### src/rtl/sdram_arb_pkg.sv
// Shared types and defaults for the SDRAM port arbiter.
// Owner index width helper keeps the picker and the top in agreement.
package sdram_arb_pkg;

    localparam int DEF_ADDR_WIDTH = 23;
    localparam int DEF_DATA_WIDTH = 32;

    typedef enum logic [1:0] {
        IDLE       = 2'd0,
        REQ        = 2'd1,
        WAIT_VALID = 2'd2
    } state_t;

    function automatic int owner_w(input int n);
        return (n > 1) ? $clog2(n) : 1;
    endfunction

endpackage

### src/rtl/rr_picker.sv
// Combinational cyclic-priority search: lowest-index requester at or after ptr.
module rr_picker #(
    parameter int NUM_PORTS = 4,
    parameter int IDX_W     = 2
) (
    input  logic [NUM_PORTS-1:0] req,
    input  logic [IDX_W-1:0]     ptr,
    output logic [IDX_W-1:0]     grant,
    output logic                 any
);

    int idx;

    // Walk from the farthest offset down so the nearest requester after ptr wins.
    always_comb begin
        grant = '0;
        any   = |req;
        idx   = 0;
        for (int i = NUM_PORTS - 1; i >= 0; i--) begin
            idx = int'(ptr) + i;
            if (idx >= NUM_PORTS) idx = idx - NUM_PORTS;
            if (req[idx]) grant = IDX_W'(idx);
        end
    end

endmodule

### src/rtl/sdram_arbiter.sv
// Shares one SDRAM controller port between a download writer and NUM_PORTS
// round-robin readers, with a single outstanding transaction at a time.
module sdram_arbiter
    import sdram_arb_pkg::*;
#(
    parameter int NUM_PORTS  = 4,
    parameter int ADDR_WIDTH = DEF_ADDR_WIDTH,
    parameter int DATA_WIDTH = DEF_DATA_WIDTH
) (
    input  logic                            clk,
    input  logic                            reset,
    input  logic [ADDR_WIDTH-1:0]           wr_addr,
    input  logic [DATA_WIDTH-1:0]           wr_data,
    input  logic                            wr_req,
    output logic                            wr_ack,
    input  logic [NUM_PORTS*ADDR_WIDTH-1:0] rd_addr,
    input  logic [NUM_PORTS-1:0]            rd_req,
    output logic [NUM_PORTS-1:0]            rd_ack,
    output logic [NUM_PORTS-1:0]            rd_valid,
    output logic [DATA_WIDTH-1:0]           rd_q,
    output logic [ADDR_WIDTH-1:0]           sdram_addr,
    output logic [DATA_WIDTH-1:0]           sdram_data,
    output logic                            sdram_we,
    output logic                            sdram_req,
    input  logic                            sdram_ack,
    input  logic                            sdram_valid,
    input  logic [DATA_WIDTH-1:0]           sdram_q
);

    localparam int IDX_W = owner_w(NUM_PORTS);
    localparam logic [IDX_W-1:0] LAST_PORT = IDX_W'(NUM_PORTS - 1);

    state_t                 state, state_n;
    logic [IDX_W-1:0]       ptr, ptr_n;
    logic [IDX_W-1:0]       owner, owner_n;
    logic                   is_wr, is_wr_n;
    logic [ADDR_WIDTH-1:0]  addr_n;
    logic [DATA_WIDTH-1:0]  data_n;
    logic                   we_n, req_n, wr_ack_n;
    logic [NUM_PORTS-1:0]   rd_ack_n, rd_valid_n;
    logic [DATA_WIDTH-1:0]  rd_q_n;
    logic [IDX_W-1:0]       pick;
    logic                   pick_any;

    rr_picker #(
        .NUM_PORTS (NUM_PORTS),
        .IDX_W     (IDX_W)
    ) u_picker (
        .req   (rd_req),
        .ptr   (ptr),
        .grant (pick),
        .any   (pick_any)
    );

    always_ff @(posedge clk) begin
        if (reset) begin
            state      <= IDLE;
            ptr        <= '0;
            owner      <= '0;
            is_wr      <= 1'b0;
            sdram_addr <= '0;
            sdram_data <= '0;
            sdram_we   <= 1'b0;
            sdram_req  <= 1'b0;
            wr_ack     <= 1'b0;
            rd_ack     <= '0;
            rd_valid   <= '0;
            rd_q       <= '0;
        end else begin
            state      <= state_n;
            ptr        <= ptr_n;
            owner      <= owner_n;
            is_wr      <= is_wr_n;
            sdram_addr <= addr_n;
            sdram_data <= data_n;
            sdram_we   <= we_n;
            sdram_req  <= req_n;
            wr_ack     <= wr_ack_n;
            rd_ack     <= rd_ack_n;
            rd_valid   <= rd_valid_n;
            rd_q       <= rd_q_n;
        end
    end

    always_comb begin
        state_n    = state;
        ptr_n      = ptr;
        owner_n    = owner;
        is_wr_n    = is_wr;
        addr_n     = sdram_addr;
        data_n     = sdram_data;
        we_n       = sdram_we;
        req_n      = sdram_req;
        wr_ack_n   = 1'b0;
        rd_ack_n   = '0;
        rd_valid_n = '0;
        rd_q_n     = rd_q;

        unique case (state)
            IDLE: begin
                // Download writes always win; reads wait until the download stops.
                if (wr_req) begin
                    addr_n  = wr_addr;
                    data_n  = wr_data;
                    we_n    = 1'b1;
                    is_wr_n = 1'b1;
                    req_n   = 1'b1;
                    state_n = REQ;
                end else if (pick_any) begin
                    addr_n  = rd_addr[pick*ADDR_WIDTH +: ADDR_WIDTH];
                    we_n    = 1'b0;
                    is_wr_n = 1'b0;
                    owner_n = pick;
                    req_n   = 1'b1;
                    state_n = REQ;
                end
            end
            REQ: begin
                if (sdram_ack) begin
                    req_n = 1'b0;
                    we_n  = 1'b0;
                    if (is_wr) begin
                        wr_ack_n = 1'b1;
                        state_n  = IDLE;
                    end else begin
                        rd_ack_n[owner] = 1'b1;
                        ptr_n = (owner == LAST_PORT) ? '0 : owner + IDX_W'(1);
                        // Controller may return data in the same cycle it accepts.
                        if (sdram_valid) begin
                            rd_valid_n[owner] = 1'b1;
                            rd_q_n            = sdram_q;
                            state_n           = IDLE;
                        end else begin
                            state_n = WAIT_VALID;
                        end
                    end
                end
            end
            WAIT_VALID: begin
                if (sdram_valid) begin
                    rd_valid_n[owner] = 1'b1;
                    rd_q_n            = sdram_q;
                    state_n           = IDLE;
                end
            end
            default: state_n = IDLE;
        endcase
    end

endmodule
### config.mk
export PLATFORM = sky130hd
export DESIGN_NAME = sdram_arbiter
export DESIGN_NICKNAME = d
export VERILOG_FILES = /design/src/rtl/sdram_arb_pkg.sv /design/src/rtl/rr_picker.sv /design/src/rtl/sdram_arbiter.sv
export SDC_FILE = /design/constraint.sdc
export NUM_CORES = 1
export LEC_CHECK = 0
export ABC_CLOCK_PERIOD_IN_PS = 2300
export CORE_ASPECT_RATIO = 2
export CORE_MARGIN = 4
export CORE_UTILIZATION = 40
export DETAILED_ROUTE_END_ITERATION = 10
export PLACE_DENSITY = 0.84
export SLEW_MARGIN = 10
export SYNTH_ARGS = -nofsm -noshare
export SYNTH_HDL_FRONTEND = slang
export SYNTH_HIERARCHICAL = 1
export SYNTH_SLANG_ARGS = --single-unit
### constraint.sdc
create_clock -name clk -period 2.3 [get_ports clk]
set_input_delay 0.23 -clock clk [delete_from_list [all_inputs] [get_ports clk]]
set_output_delay 0.23 -clock clk [all_outputs]
set_load 0.1 [all_outputs]
==> summary.txt <==
Worst setup path
  • Crit path kind: flip-flop to flip-flop
  • Worst Reg2Reg Path Length in Cells: 6
  • Arr. time, crit path: 2.25 ns
  • Crit path largest cell delay: about 0.45 ns
  • CP endpoint kind: flip-flop
  • Worst setup SP type: flip-flop
  • Worst path cell trace: mux2i_1, a211oi_4, buf_12, mux2_2, a222oi_1, a211oi_1
  • Critical path peak fanout: 14
  • Flop-to-flop setup slack: roughly 0.25 ns
  • Worst EP required: about 2.5 ns
  • Slowest CP cell: dfxtp_1

Clock tree
  • Clock buffer depth: 2
  • TritonCTS buffer count: 9
  • CTS tree: built
  • CTS root buffer: clkbuf_16
  • Post-CTS setup buffer count: 0
  • Worst skew pair latency: 0.34 ns
  • Hold buffers post-CTS: 0
  • Clock Sinks: 105
  • Htree depth: 3
  • CTS clk-pin slew, worst paths: approximately 0.070 ns
  • PostCTS Resize Cnt: 0

Yosys
  • Top FF cell, synth: dfxtp_1
  • EDFF count, synth: 0
  • Synth Instances: just under 600
  • Post-synthesis sequential area ratio: 0.398
  • Mapped cell area: 5290 um^2
  • Yosys reg bits: 105
  • Synth async-reset ratio: 0
  • Syn nets: 779
  • Syn_area_per_cell: 9.05 um^2
  • Top cells by area, synth: dfxtp_1 40%, mux2i_1 12%, nand2b_1 8.6%
  • Yosys cell types: 39
  • Yosys Warn Count: 6
  • Commonest cells in the netlist: 105 x dfxtp_1, 99 x nand2_1, 73 x nand2b_1, 63 x mux2i_1, 38 x nor2_1
  • Area leader, netlist: dfxtp_1
  • Share of the synthesized area in the top cell type: 0.398
  • Most common cell in the netlist: dfxtp_1

Routing
  • Iter 0 DRT Violations: about 110
  • Total length of routed met2 wires: 9800 um
  • Via density: between 5 and 6
  • DRC: 0
  • ANT nets after route: 0
  • First-pass detailed-route iteration total: 7
  • Met3 WL post-DR: around 1200 um
  • Metal-1 WL: 6360 um
  • Vias post-DR: 5,150
  • Top Metal Used: met4
  • Total Wirelength: 18,100 um
  • WL/cell: approximately 18 um

Place
  • Place WS: 0.0198 ns
  • PortBufs: approximately 290
  • Gpl congestion: 0.874
  • Detailed placer's ending HPWL: 14,400 um

Min path
  • Hold WC Path Type: primary input to flip-flop
  • Hold Path Depth: 2

Floorplanning
  • # rows: between 50 and 60
  • Die area: between 15,000 and 20,000 um^2
  • Die width: 89.3 um
  • Core area: 13,000 um^2
  • Ports: 286
  • Die H: roughly 170 um
  • Initial Utilization: 0.407

GRT
  • Overall global routing resource usage: 0.229
  • Initial antenna violation count: 1
  • Largest net degree at the start of global routing: between 80 and 90
  • Vias in the first global route: 5,119
  • First-pass GRT wire length: 26,700 um
  • Grt ovf: 0

Cells and area
  • Layout fillers: 1,092
  • Nets: between 1,000 and 1,500
  • Area delta synth->final: 59.2%
  • Share of cells above drive strength 1: 0.213

Timing
  • Worst setup margin: about 0.25 ns
  • Final Hold Viols: 0
  • Worst Tran Pin Value: between 0.4 and 0.5 ns
  • Setup_tns: 0 ns
  • Max-slew violation count: 0
  • RSZ-0062 raised after global routing: no
  • Clk_skew: between 0.01 and 0.015 ns
  • Fmax: 489 MHz
  • Post-route minimum period: between 2 and 2.5 ns
  • Final setup vio count: 0
  • Max_slew headroom: 0.670
  • Part of the cycle the worst path needs: 0.890

Flow run
  • Max cap viols: 0

Pwr
  • Leakage: around 3.4 nW
  • Worst vdd ir: roughly 0.45 mV
  • Power Dens Cells: 716 nW/um^2

Status
  • Outcome: completed
## final cells by class
type	count	area, um^2	area share
Clock buffer	9	225	0.0268
Multi-Input combinational cell	429	2910	0.345
Sequential cell	105	2100	0.250
Inverter	5	18.8	0.00223
Timing Repair Buffer	314	2910	0.346
Antenna cell	1	2.50	0.000297
Tap cell	152	190	0.0226
Clock inverter	7	62.6	0.00743
## layer usage
layer	vias to the layer above	global-route usage
met5	-	0
met3	39	0.0434
met4	0	0.0998
li1	2547	-
met1	2362	0.239
met2	202	0.426
## registers in the layout (all words and copies together), names as in the netlist
signal	cells
is_wr	1
owner	2
ptr	2
rd_ack	4
rd_q	32
rd_valid	4
sdram_addr	23
sdram_data	32
sdram_req	1
sdram_we	1
state	2
wr_ack	1
## final timing paths
check,end,startpoint
min reg2reg,sdram_data[5],sdram_data[5]
min,sdram_addr[1],reset
max reg2reg,sdram_addr[22],ptr[1]
max,sdram_addr[22],ptr[1]
## worst max-delay path, delay by kind of cell (launching register included)
kind	cells	cell delay, ns
buffers and inverters	1	0.20
muxes	2	0.51
AOI/OAI and AO/OA	3	0.75
DFF	1	0.45
## metrics by stage
step	hold slack, ns	util	instances	power, mW	area [um^2]
6_report	0.171	0.648	1022	6.03	8420
5_1_grt	0.178	0.648	1022	6.30	8420
4_1_cts	0.169	0.648	1021	6.09	8420
3_5_place_dp	0.447	0.626	1005	4.58	8130
3_3_place_gp	0.443	0.626	1005	4.56	8130
2_1_floorplan	0.366	-	584	3.79	5290
## kinds of logic after synthesis
logic type | Yosys count | synth area share
simple gates | 245 | 0.227
flops | 105 | 0.398
compound gates | 95 | 0.145
mux | 82 | 0.160
buf+inv | 50 | 0.0542
fa+ha+maj | 7 | 0.0166
## cells in the final DEF, fill, tap and decap left out, types with 2 or more instances in the layout
cell type	netlist	final
nor2b_1	21	21
clkdlybuf4s50_1	0	186
mux2_2	19	19
o31a_1	2	2
o21ai_0	3	3
buf_12	0	7
nand2_1	99	99
clkbuf_16	0	9
buf_4	2	121
clkinv_4	0	3
a22o_1	5	5
a211oi_1	9	9
inv_8	0	2
a221oi_1	5	5
inv_1	5	5
ha_1	7	7
nand2b_1	73	73
mux2i_1	63	63
a211oi_2	11	10
a21oi_1	37	37
nor3b_1	4	4
o221a_2	7	7
dfxtp_1	105	105
o221a_1	10	10
nor3_1	2	2
nor2_1	38	38
## report_power, final
group / internal [mW] / switching, mW / total [mW]
clock: 0.759 / 0.742 / 1.50
combinational: 0.858 / 1.61 / 2.47
sequential: 1.97 / 0.0863 / 2.06
total: 3.59 / 2.44 / 6.03
Note: power is estimated with default switching activity, not from simulation.
